## src/rtl/seq_pattern_tx_if.sv

```systemverilog
// Handshake and serial-line bundle for seq_pattern_tx.
// master: the controller that launches bursts and watches the line.
// slave : the transmitter itself.
interface seq_pattern_tx_if #(
  parameter int PAT_W = 4,
  parameter int CNT_W = 8
);
  logic             start;
  logic             use_def;
  logic [PAT_W-1:0] pat;
  logic [CNT_W-1:0] rpt;
  logic             dout;
  logic             dout_vld;
  logic             busy;
  logic             done;

  modport master (
    output start, use_def, pat, rpt,
    input  dout, dout_vld, busy, done
  );

  modport slave (
    input  start, use_def, pat, rpt,
    output dout, dout_vld, busy, done
  );
endinterface

```

## src/rtl/seq_pattern_tx.sv

```systemverilog
// Serial pattern transmitter: shifts a PAT_W-bit pattern out MSB-first,
// repeated rpt times (0 counts as 1), then pulses done for one cycle.
// Optional feature macro: GAP_INSERT_EN inserts GAP_LEN idle cycles
// between consecutive repetitions (never after the last one). Without the
// macro the GAP state and the GAP_LEN parameter do not exist.
// All outputs are registered from the next-state values, so the first bit
// appears in the cycle right after the accepting edge.
module seq_pattern_tx #(
  parameter int               PAT_W   = 4,
  parameter logic [PAT_W-1:0] DEF_PAT = 'b1001,
  parameter int               CNT_W   = 8
`ifdef GAP_INSERT_EN
  ,
  parameter int               GAP_LEN = 2
`endif
) (
  input  logic             clk,
  input  logic             rst,
  seq_pattern_tx_if.slave  bus
);

  localparam int IDX_W = (PAT_W > 2) ? $clog2(PAT_W) : 1;
  localparam logic [IDX_W-1:0] IDX_MAX = IDX_W'(PAT_W - 1);
  localparam logic [CNT_W-1:0] CNT_ONE = CNT_W'(1);

`ifdef GAP_INSERT_EN
  localparam int GAP_W = (GAP_LEN > 1) ? $clog2(GAP_LEN) : 1;
  localparam logic [GAP_W-1:0] GAP_MAX = GAP_W'(GAP_LEN - 1);
`endif

  typedef enum logic [1:0] {
    S_IDLE  = 2'd0,
    S_SHIFT = 2'd1,
    S_DONE  = 2'd2
`ifdef GAP_INSERT_EN
    ,
    S_GAP   = 2'd3
`endif
  } state_t;

  state_t           state_q, state_d;
  logic [IDX_W-1:0] idx_q, idx_d;       // bit currently on the line
  logic [CNT_W-1:0] cnt_q, cnt_d;       // repetitions left, including current
  logic [PAT_W-1:0] shadow_q, shadow_d; // pattern frozen at accept time
`ifdef GAP_INSERT_EN
  logic [GAP_W-1:0] gap_q, gap_d;       // idle cycles left in this gap, minus one
`endif

  logic dout_q, vld_q, busy_q, done_q;
  logic dout_d, vld_d, busy_d, done_d;

  // Next-state logic: walk the pattern, count repetitions, pick outputs.
  always_comb begin
    // NOTE: every variable gets a default here so no path holds a stale value (no latch).
    state_d  = state_q;
    idx_d    = idx_q;
    cnt_d    = cnt_q;
    shadow_d = shadow_q;
`ifdef GAP_INSERT_EN
    gap_d    = gap_q;
`endif

    case (state_q)
      S_IDLE: begin
        if (bus.start) begin
          shadow_d = bus.use_def ? DEF_PAT : bus.pat;
          cnt_d    = (bus.rpt == '0) ? CNT_ONE : bus.rpt;
          idx_d    = IDX_MAX;
          state_d  = S_SHIFT;
        end
      end

      S_SHIFT: begin
        if (idx_q != '0) begin
          idx_d = idx_q - 1'b1;
        end else if (cnt_q > CNT_ONE) begin
          cnt_d = cnt_q - 1'b1;
          idx_d = IDX_MAX;
`ifdef GAP_INSERT_EN
          gap_d   = GAP_MAX;
          state_d = S_GAP;
`endif
        end else begin
          state_d = S_DONE;
        end
      end

`ifdef GAP_INSERT_EN
      S_GAP: begin
        if (gap_q == '0) state_d = S_SHIFT;
        else             gap_d   = gap_q - 1'b1;
      end
`endif

      S_DONE:  state_d = S_IDLE;
      default: state_d = S_IDLE;
    endcase

    // Outputs describe the state we are about to enter, then get registered.
    vld_d  = (state_d == S_SHIFT);
    dout_d = vld_d ? shadow_d[idx_d] : 1'b0;
    busy_d = (state_d != S_IDLE);
    done_d = (state_d == S_DONE);
  end

  // State, counters, shadow pattern and output registers; reset aborts a burst.
  always_ff @(posedge clk) begin
    // NOTE: non-blocking assignments so every register samples pre-edge values.
    if (rst) begin
      state_q  <= S_IDLE;
      idx_q    <= '0;
      cnt_q    <= '0;
      shadow_q <= '0;
`ifdef GAP_INSERT_EN
      gap_q    <= '0;
`endif
      dout_q   <= 1'b0;
      vld_q    <= 1'b0;
      busy_q   <= 1'b0;
      done_q   <= 1'b0;
    end else begin
      state_q  <= state_d;
      idx_q    <= idx_d;
      cnt_q    <= cnt_d;
      shadow_q <= shadow_d;
`ifdef GAP_INSERT_EN
      gap_q    <= gap_d;
`endif
      dout_q   <= dout_d;
      vld_q    <= vld_d;
      busy_q   <= busy_d;
      done_q   <= done_d;
    end
  end

  assign bus.dout     = dout_q;
  assign bus.dout_vld = vld_q;
  assign bus.busy     = busy_q;
  assign bus.done     = done_q;

endmodule

```

## src/flat_wrapper.sv

```systemverilog
// flat-port wrapper written by rule: the top's interface ports become plain ports
module seq_pattern_tx_flat 
#(
  parameter int               PAT_W   = 4,
  parameter logic [PAT_W-1:0] DEF_PAT = 'b1001,
  parameter int               CNT_W   = 8

)
  (clk, rst, bus_start, bus_use_def, bus_pat, bus_rpt, bus_dout, bus_dout_vld, bus_busy, bus_done);
  seq_pattern_tx_if #(.PAT_W(PAT_W), .CNT_W(CNT_W)) bus_i ();
  input  logic clk;
  input  logic rst;
  input wire logic [$bits(bus_i.start)-1:0] bus_start;
  input wire logic [$bits(bus_i.use_def)-1:0] bus_use_def;
  input wire logic [$bits(bus_i.pat)-1:0] bus_pat;
  input wire logic [$bits(bus_i.rpt)-1:0] bus_rpt;
  output wire logic [$bits(bus_i.dout)-1:0] bus_dout;
  output wire logic [$bits(bus_i.dout_vld)-1:0] bus_dout_vld;
  output wire logic [$bits(bus_i.busy)-1:0] bus_busy;
  output wire logic [$bits(bus_i.done)-1:0] bus_done;
  assign bus_i.start = bus_start;
  assign bus_i.use_def = bus_use_def;
  assign bus_i.pat = bus_pat;
  assign bus_i.rpt = bus_rpt;
  assign bus_dout = bus_i.dout;
  assign bus_dout_vld = bus_i.dout_vld;
  assign bus_busy = bus_i.busy;
  assign bus_done = bus_i.done;
  seq_pattern_tx #(.PAT_W(PAT_W), .DEF_PAT(DEF_PAT), .CNT_W(CNT_W)) u_core (.clk(clk), .rst(rst), .bus(bus_i));
endmodule
```

## config.mk

```make
export PLATFORM = sky130hd
export DESIGN_NAME = seq_pattern_tx_flat
export DESIGN_NICKNAME = d
export VERILOG_FILES = /design/src/rtl/seq_pattern_tx_if.sv /design/src/rtl/seq_pattern_tx.sv /design/src/flat_wrapper.sv
export SDC_FILE = /design/constraint.sdc
export NUM_CORES = 1
export LEC_CHECK = 0
export ABC_AREA = 1
export CAP_MARGIN = 20
export CORE_AREA = 2 2 44 50
export DETAILED_ROUTE_END_ITERATION = 10
export DIE_AREA = 0 0 46 52
export DONT_BUFFER_PORTS = 1
export PLACE_DENSITY = 0.71
export SYNTH_ARGS = -nofsm -noshare
export SYNTH_HDL_FRONTEND = slang
export SYNTH_SLANG_ARGS = --single-unit
```

## constraint.sdc

```tcl
create_clock -name clk -period 1.8 [get_ports clk]
set_clock_uncertainty 0.2 [all_clocks]
set_input_delay 0.36 -clock clk [delete_from_list [all_inputs] [get_ports clk]]
set_output_delay 0.36 -clock clk [all_outputs]
set_load 0.02 [all_outputs]
```

==> metrics.cfg <==
[run_status]
status=finished clean

[clock_tree]
cts_buffer_depth=2
root_buffer=clkbuf_4
clk_latency_ns=0.30
htreeDepth=1
cts_sinks=20
cts_buffers=3
cts_tree=done
cts_setup_buffers=0
path_clk_slew_ns=0.11

[synth]
synth_top_area_share_pct=37.78
syn_area_um2=1060
synth_flop_cell=dfxtp_1
synth-warning-count=0
syn_avg_cell_area_um2=6.882
synthTopCellsByArea=dfxtp_1 38%, nand2_1 11%, nor2_1 7.8%
ys_seq_area_share_pct=37.78
synth_area_leader_cell=dfxtp_1
syn-num-nets=172
synth_edf_count=0
synthArstFlopShare_pct=0
ys_types=25
synth.most_common_cell=nand2_1
synthTopCellsByCount=30 x nand2_1, 22 x nor2_1, 20 x dfxtp_1, 16 x o21ai_0
synth_cells=154
synth_seq_cells=20

[cells_and_area]
fill_cells=181
utilization_pct=60.20
finalInstanceArea_um2=1152
drive_gt1_share_pct=15.92
syn_to_final_growth_pct=8.737
fin_nets=177
diodes=0
seq_area_um2=401.6
multi_input_area_um2=605.6

[floorplanning]
die_w_um=46
die_h_um=52
start_util_pct=55.36
core_area_um2=1914
die_area_um2=2392
rows=17
ioPinCount=20

[timing]
relSlewSlack_pct=63.00
min_period_ns=1.664
fmax_ghz=0.6011
fin_crit_sh_pct=92.42
worst_pin_slew_ns=0.5532
rsz0062_at_grt=no
setup_viol_count_final=0
drv_slew=0
final-hold-violation-count=0
setup_tns_ns=0
worst_slack_ns=0.1365

[drt]
drcViolationCount=0
antenna_left=0
dr.first_iter.drc_count=9
via_per_inst=5.540
dr.pass1.iters=4
wl_per_cell_um=12.72
routed_wl_mm=2.238
dr_total_vias=975

[worst_setup_path]
critPathCapture=u_core.cnt_q[5]
rr_endpoint=u_core.cnt_q[5]
reg2reg_slack_ns=0.14
timing.rr.start=u_core.cnt_q[1]
arrival_ns=1.64
rr_worst_depth=12
crit_path_end_kind=flop
cp-startpoint=u_core.cnt_q[1]
required_ns=1.77
cp_max_fo=7
cp-start-kind=flop
crit_type=flop to flop

[power_and_ir_drop]
ir_drop_mv=0.7515
power_w=0.001511
p_leak_nw=0.4996
power_density_nw_per_um2=1311

[global_routing]
grt_max_degree=16
grt_remaining_overflow=0
track_usage_pct=20.18
grt_pass1_vias=853
grt_first_pass_wirelength_mm=3.415
antenna_found_initial=0

[placement]
finalWeightedCongestion=0.8801
dp_hpwl_mm=1.628
dp_slack_ns=0.02257
io_buffers=0
dpl_cell_area_um2=1064

[hold_path]
hp-class=input port to flop

[run]
cap_violations=0

-- layout by cell type, fill, tap and decap left out --
cell           synthesis  routed
nor2_4                 2       2
dfxtp_2                0       1
dfxtp_1               20      19
inv_2                  4       5
clkbuf_4               0       3
o21ai_2                1       1
dlygate4sd3_1          0       2
nand2_4                2       3
inv_1                 13      11
nand3_1                6       5
inv_4                  0       1
a21oi_1               13      13
a31oi_1                2       2
xnor2_1                1       1
ha_4                   0       1
nor2_1                22      22
o21ai_1                2       2
a21oi_2                1       1
nor3_1                 6       6
ha_1                   2       1
o21ai_0               16      16
o211ai_1               1       1
nand2_8                0       1
buf_4                  0       1
clkinv_2               1       1
nand2_2                3       2
nand2_1               30      30
o31ai_1                1       1
nand3_2                1       2
-- sequential cells by signal (all words and copies together), names as in the netlist --
| register | count |
|---|---|
| u_core.bus.dout_vld | 1 |
| u_core.bus.busy | 1 |
| u_core.idx_q | 2 |
| u_core.cnt_q | 8 |
| u_core.shadow_q | 4 |
| u_core.state_q | 2 |
| u_core.bus.dout | 1 |
| u_core.bus.done | 1 |
-- kinds of logic after synthesis --
kind of cell             after synthesis  share of synthesized area, %
buffers and inverters                 22                         9.090
AND/OR/NAND/NOR                       72                         31.05
XOR/XNOR                               1                        0.8266
AO/OA/AOI/OAI                         37                         18.89
flip-flops                            20                         37.78
adder cells (fa/ha/maj)                2                         2.361
-- where the power goes --
group          leakage [nW]  switching (W)  internal [W]
registers             0.165      0.0000876      0.000530
clock network        0.0138       0.000135     0.0000782
logic                 0.320       0.000434      0.000247
total                 0.500       0.000656      0.000855
-- layout make-up --
cell class              instances  area share, %
well taps                      19          2.063
repair buffers                  3          2.389
flip-flops and latches         20          34.85
clock buffers                   3          1.954
multi-input cells             113          52.55
inverters                      18          6.189
-- per-layer routing --
| metal | up-vias | share of wire, % | track usage (%) |
|---|---|---|---|
| li1 | 509 | - | - |
| met1 | 435 | 42 | 21.20 |
| met2 | 24 | 51 | 36.34 |
| met3 | 7 | 4.2 | 4.167 |
| met4 | 0 | 2.6 | 10.00 |
| met5 | - | 0 | 0 |
-- critical path: stages (launching register included) --
cell,delay [ns]
dfxtp_1,0.34
inv_2,0.06
ha_1,0.19
inv_1,0.06
nand2_1,0.05
nand2_1,0.09
nor2_4,0.05
nand2_4,0.11
nand2_8,0.08
inv_4,0.10
o21ai_0,0.08
nand2_1,0.06
a21oi_1,0.06
-- metrics by stage --
step,hold slack [ns],cells
after floorplan,0.2581,154
after CTS,0.02507,175
after global placement,0.2320,170
after global routing,0.008905,176
final,0.03098,176
after detailed placement,0.2333,170
-- worst min path at each step --
| stage | start | to | slack [ns] | cells after the start |
|---|---|---|---|---|
| finish | bus_start | u_core.bus.busy | 0.03 | 2 |
| global route | bus_start | u_core.bus.busy | 0.009 | 2 |
| CTS | bus_start | u_core.bus.busy | 0.03 | 2 |
| detailed placement | rst | u_core.idx_q[0] | 0.23 | 1 |
| global placement | rst | u_core.cnt_q[5] | 0.23 | 1 |
| floorplan | u_core.cnt_q[6] | u_core.cnt_q[6] | 0.26 | 2 |
-- what timing repair did --
item	4_1_cts	5_1_grt
hold endpoints to repair	16	0
hold buffers	2	0
resized for setup	1	8
cloned	0	1
setup endpoints to repair	1	9
pin swaps	0	1
Note: power is estimated with default switching activity, not from simulation.
==> patch (same flow settings) <==
`CNT_W` is set to 8 in 3 places; all go to 9.
--- a/src/rtl/seq_pattern_tx_if.sv
+++ b/src/rtl/seq_pattern_tx_if.sv
@@ -4,5 +4,5 @@
 interface seq_pattern_tx_if #(
   parameter int PAT_W = 4,
-  parameter int CNT_W = 8
+  parameter int CNT_W = 9
 );
   logic             start;
--- a/src/rtl/seq_pattern_tx.sv
+++ b/src/rtl/seq_pattern_tx.sv
@@ -9,5 +9,5 @@
   parameter int               PAT_W   = 4,
   parameter logic [PAT_W-1:0] DEF_PAT = 'b1001,
-  parameter int               CNT_W   = 8
+  parameter int               CNT_W   = 9
 `ifdef GAP_INSERT_EN
   ,
--- a/src/flat_wrapper.sv
+++ b/src/flat_wrapper.sv
@@ -4,5 +4,5 @@
   parameter int               PAT_W   = 4,
   parameter logic [PAT_W-1:0] DEF_PAT = 'b1001,
-  parameter int               CNT_W   = 8
+  parameter int               CNT_W   = 9
 
 )
Interface: changed (resized bus_rpt); port bits go from 20 to 21. No check against the original RTL was run, so the function may have changed too.
==> patch against the unedited design <==
Area after synthesis rose by 9.9%. Critical path depth decreased by 6. Synthesized cell count up 9.7%. Total power down 14%. Sequential cell count rose by 1. Setup slack worse by 68 ps. Routed wire length increased by 16%. Final area increased by 10%. Critical path type unchanged.
==> patch: results (changes against the unedited design) <==
post-layout min period 1730 ps (+68.0 ps); Leakage 0.561 nW (+12%); GP Congestion 0.898 (+2.0%); delay-heaviest family, CP compound AO/OA/AOI/OAI gates; Psw 0.511 mW (-22%); first-pass GRT wire length 3970 µm (+16%); Sequential Power Share 0.452 (+0.043); final design utilization 0.664 (+0.0621); Signal buffers 5 (+2); Fillers 193 (+6.6%); WL final 2590 µm (+16%); Worst VDD drop 0.637 mV (-15%); Seq. cell area 422 µm² (+5.0%); sequential fraction of the synthesis area 0.361 (-0.0169); worst-margin pin slew 427 ps (-126 ps); synth unique cells 28 (+12%); area of the multi-input gates 671 µm² (+11%); PwrDens 1030 mW/mm² (-22%); initial antenna violation count 0 (unchanged); Reg-to-Reg Start u_core.state_q[1]; crit path DAT 1750 ps (+110 ps); Placed Area 0.00118 mm² (+11%); multi-input gates 121 (+7.1%); R2R Setup Slk 70 ps (-70 ps); Tot GR Track Use 0.227 (+0.0257); via count 1108 (+14%); clk tree area frac 0.0207 (+0.00113); outcome complete, no violations; Largest regs u_core.cnt_q (9), u_core.shadow_q (4); Worst path max stage delay 380 ps (+40 ps); inverters 23 (+5); top cells by count, synth 29 x nand2_1, 24 x nor2_1, 21 x dfxtp_1; layout cell share with drive strength beyond 1 0.190 (+0.0304); initial DRC count 22 (+13); nets@finish 194 (+9.6%); # clk buffers 4 (+1); Worst Path Max Fanout 9 (+2); Clock power frac 0.172 (+0.031); vias in the first global route 998 (+17%); worst-case reg-to-reg path depth 6 (-6); grt met1 use 0.229 (+0.0166); drt wl/cell 13.4 µm (+5.6%); post-synthesis instance total 169 (+9.7%); worst setup path endpoint u_core.cnt_q[2]
patch: cell count changes after synthesis, sizes merged, moves of 2 or more:
cell and delta:
a31oi +2, inv +5, nand2 -4, nand3 +7, nor2 +4, nor3 -2, nor4 +2, o21ai -3
or2 +2, xor2 +3
patch: timing repair:
| item | 4_1_cts | 5_1_grt |
|---|---|---|
| pin swaps | 0 | 4 |
| buffers inserted | 0 | 2 |
| resized for setup | 1 | 11 |
| hold buffers | 1 | 0 |
| endpoints found under the setup margin | 1 | 6 |
| endpoints found under the hold margin | 11 | 0 |
patch: cell families (layout without fill, tap and decap cells):
kind of cell,Yosys count,after routing,share of synthesized area
adder cells (fa/ha/maj),2,2,0.0215
flip-flops,21,21,0.361
buffers and inverters,27,32,0.0956
AO/OA/AOI/OAI,35,35,0.170
XOR/XNOR,3,3,0.0226
AND/OR/NAND/NOR,81,81,0.330
patch: layer usage:
metal  vias up  share of wire
li1        557              -
met1       525           0.38
met2        18           0.56
met3         8          0.029
met4         0          0.025
met5         -              0
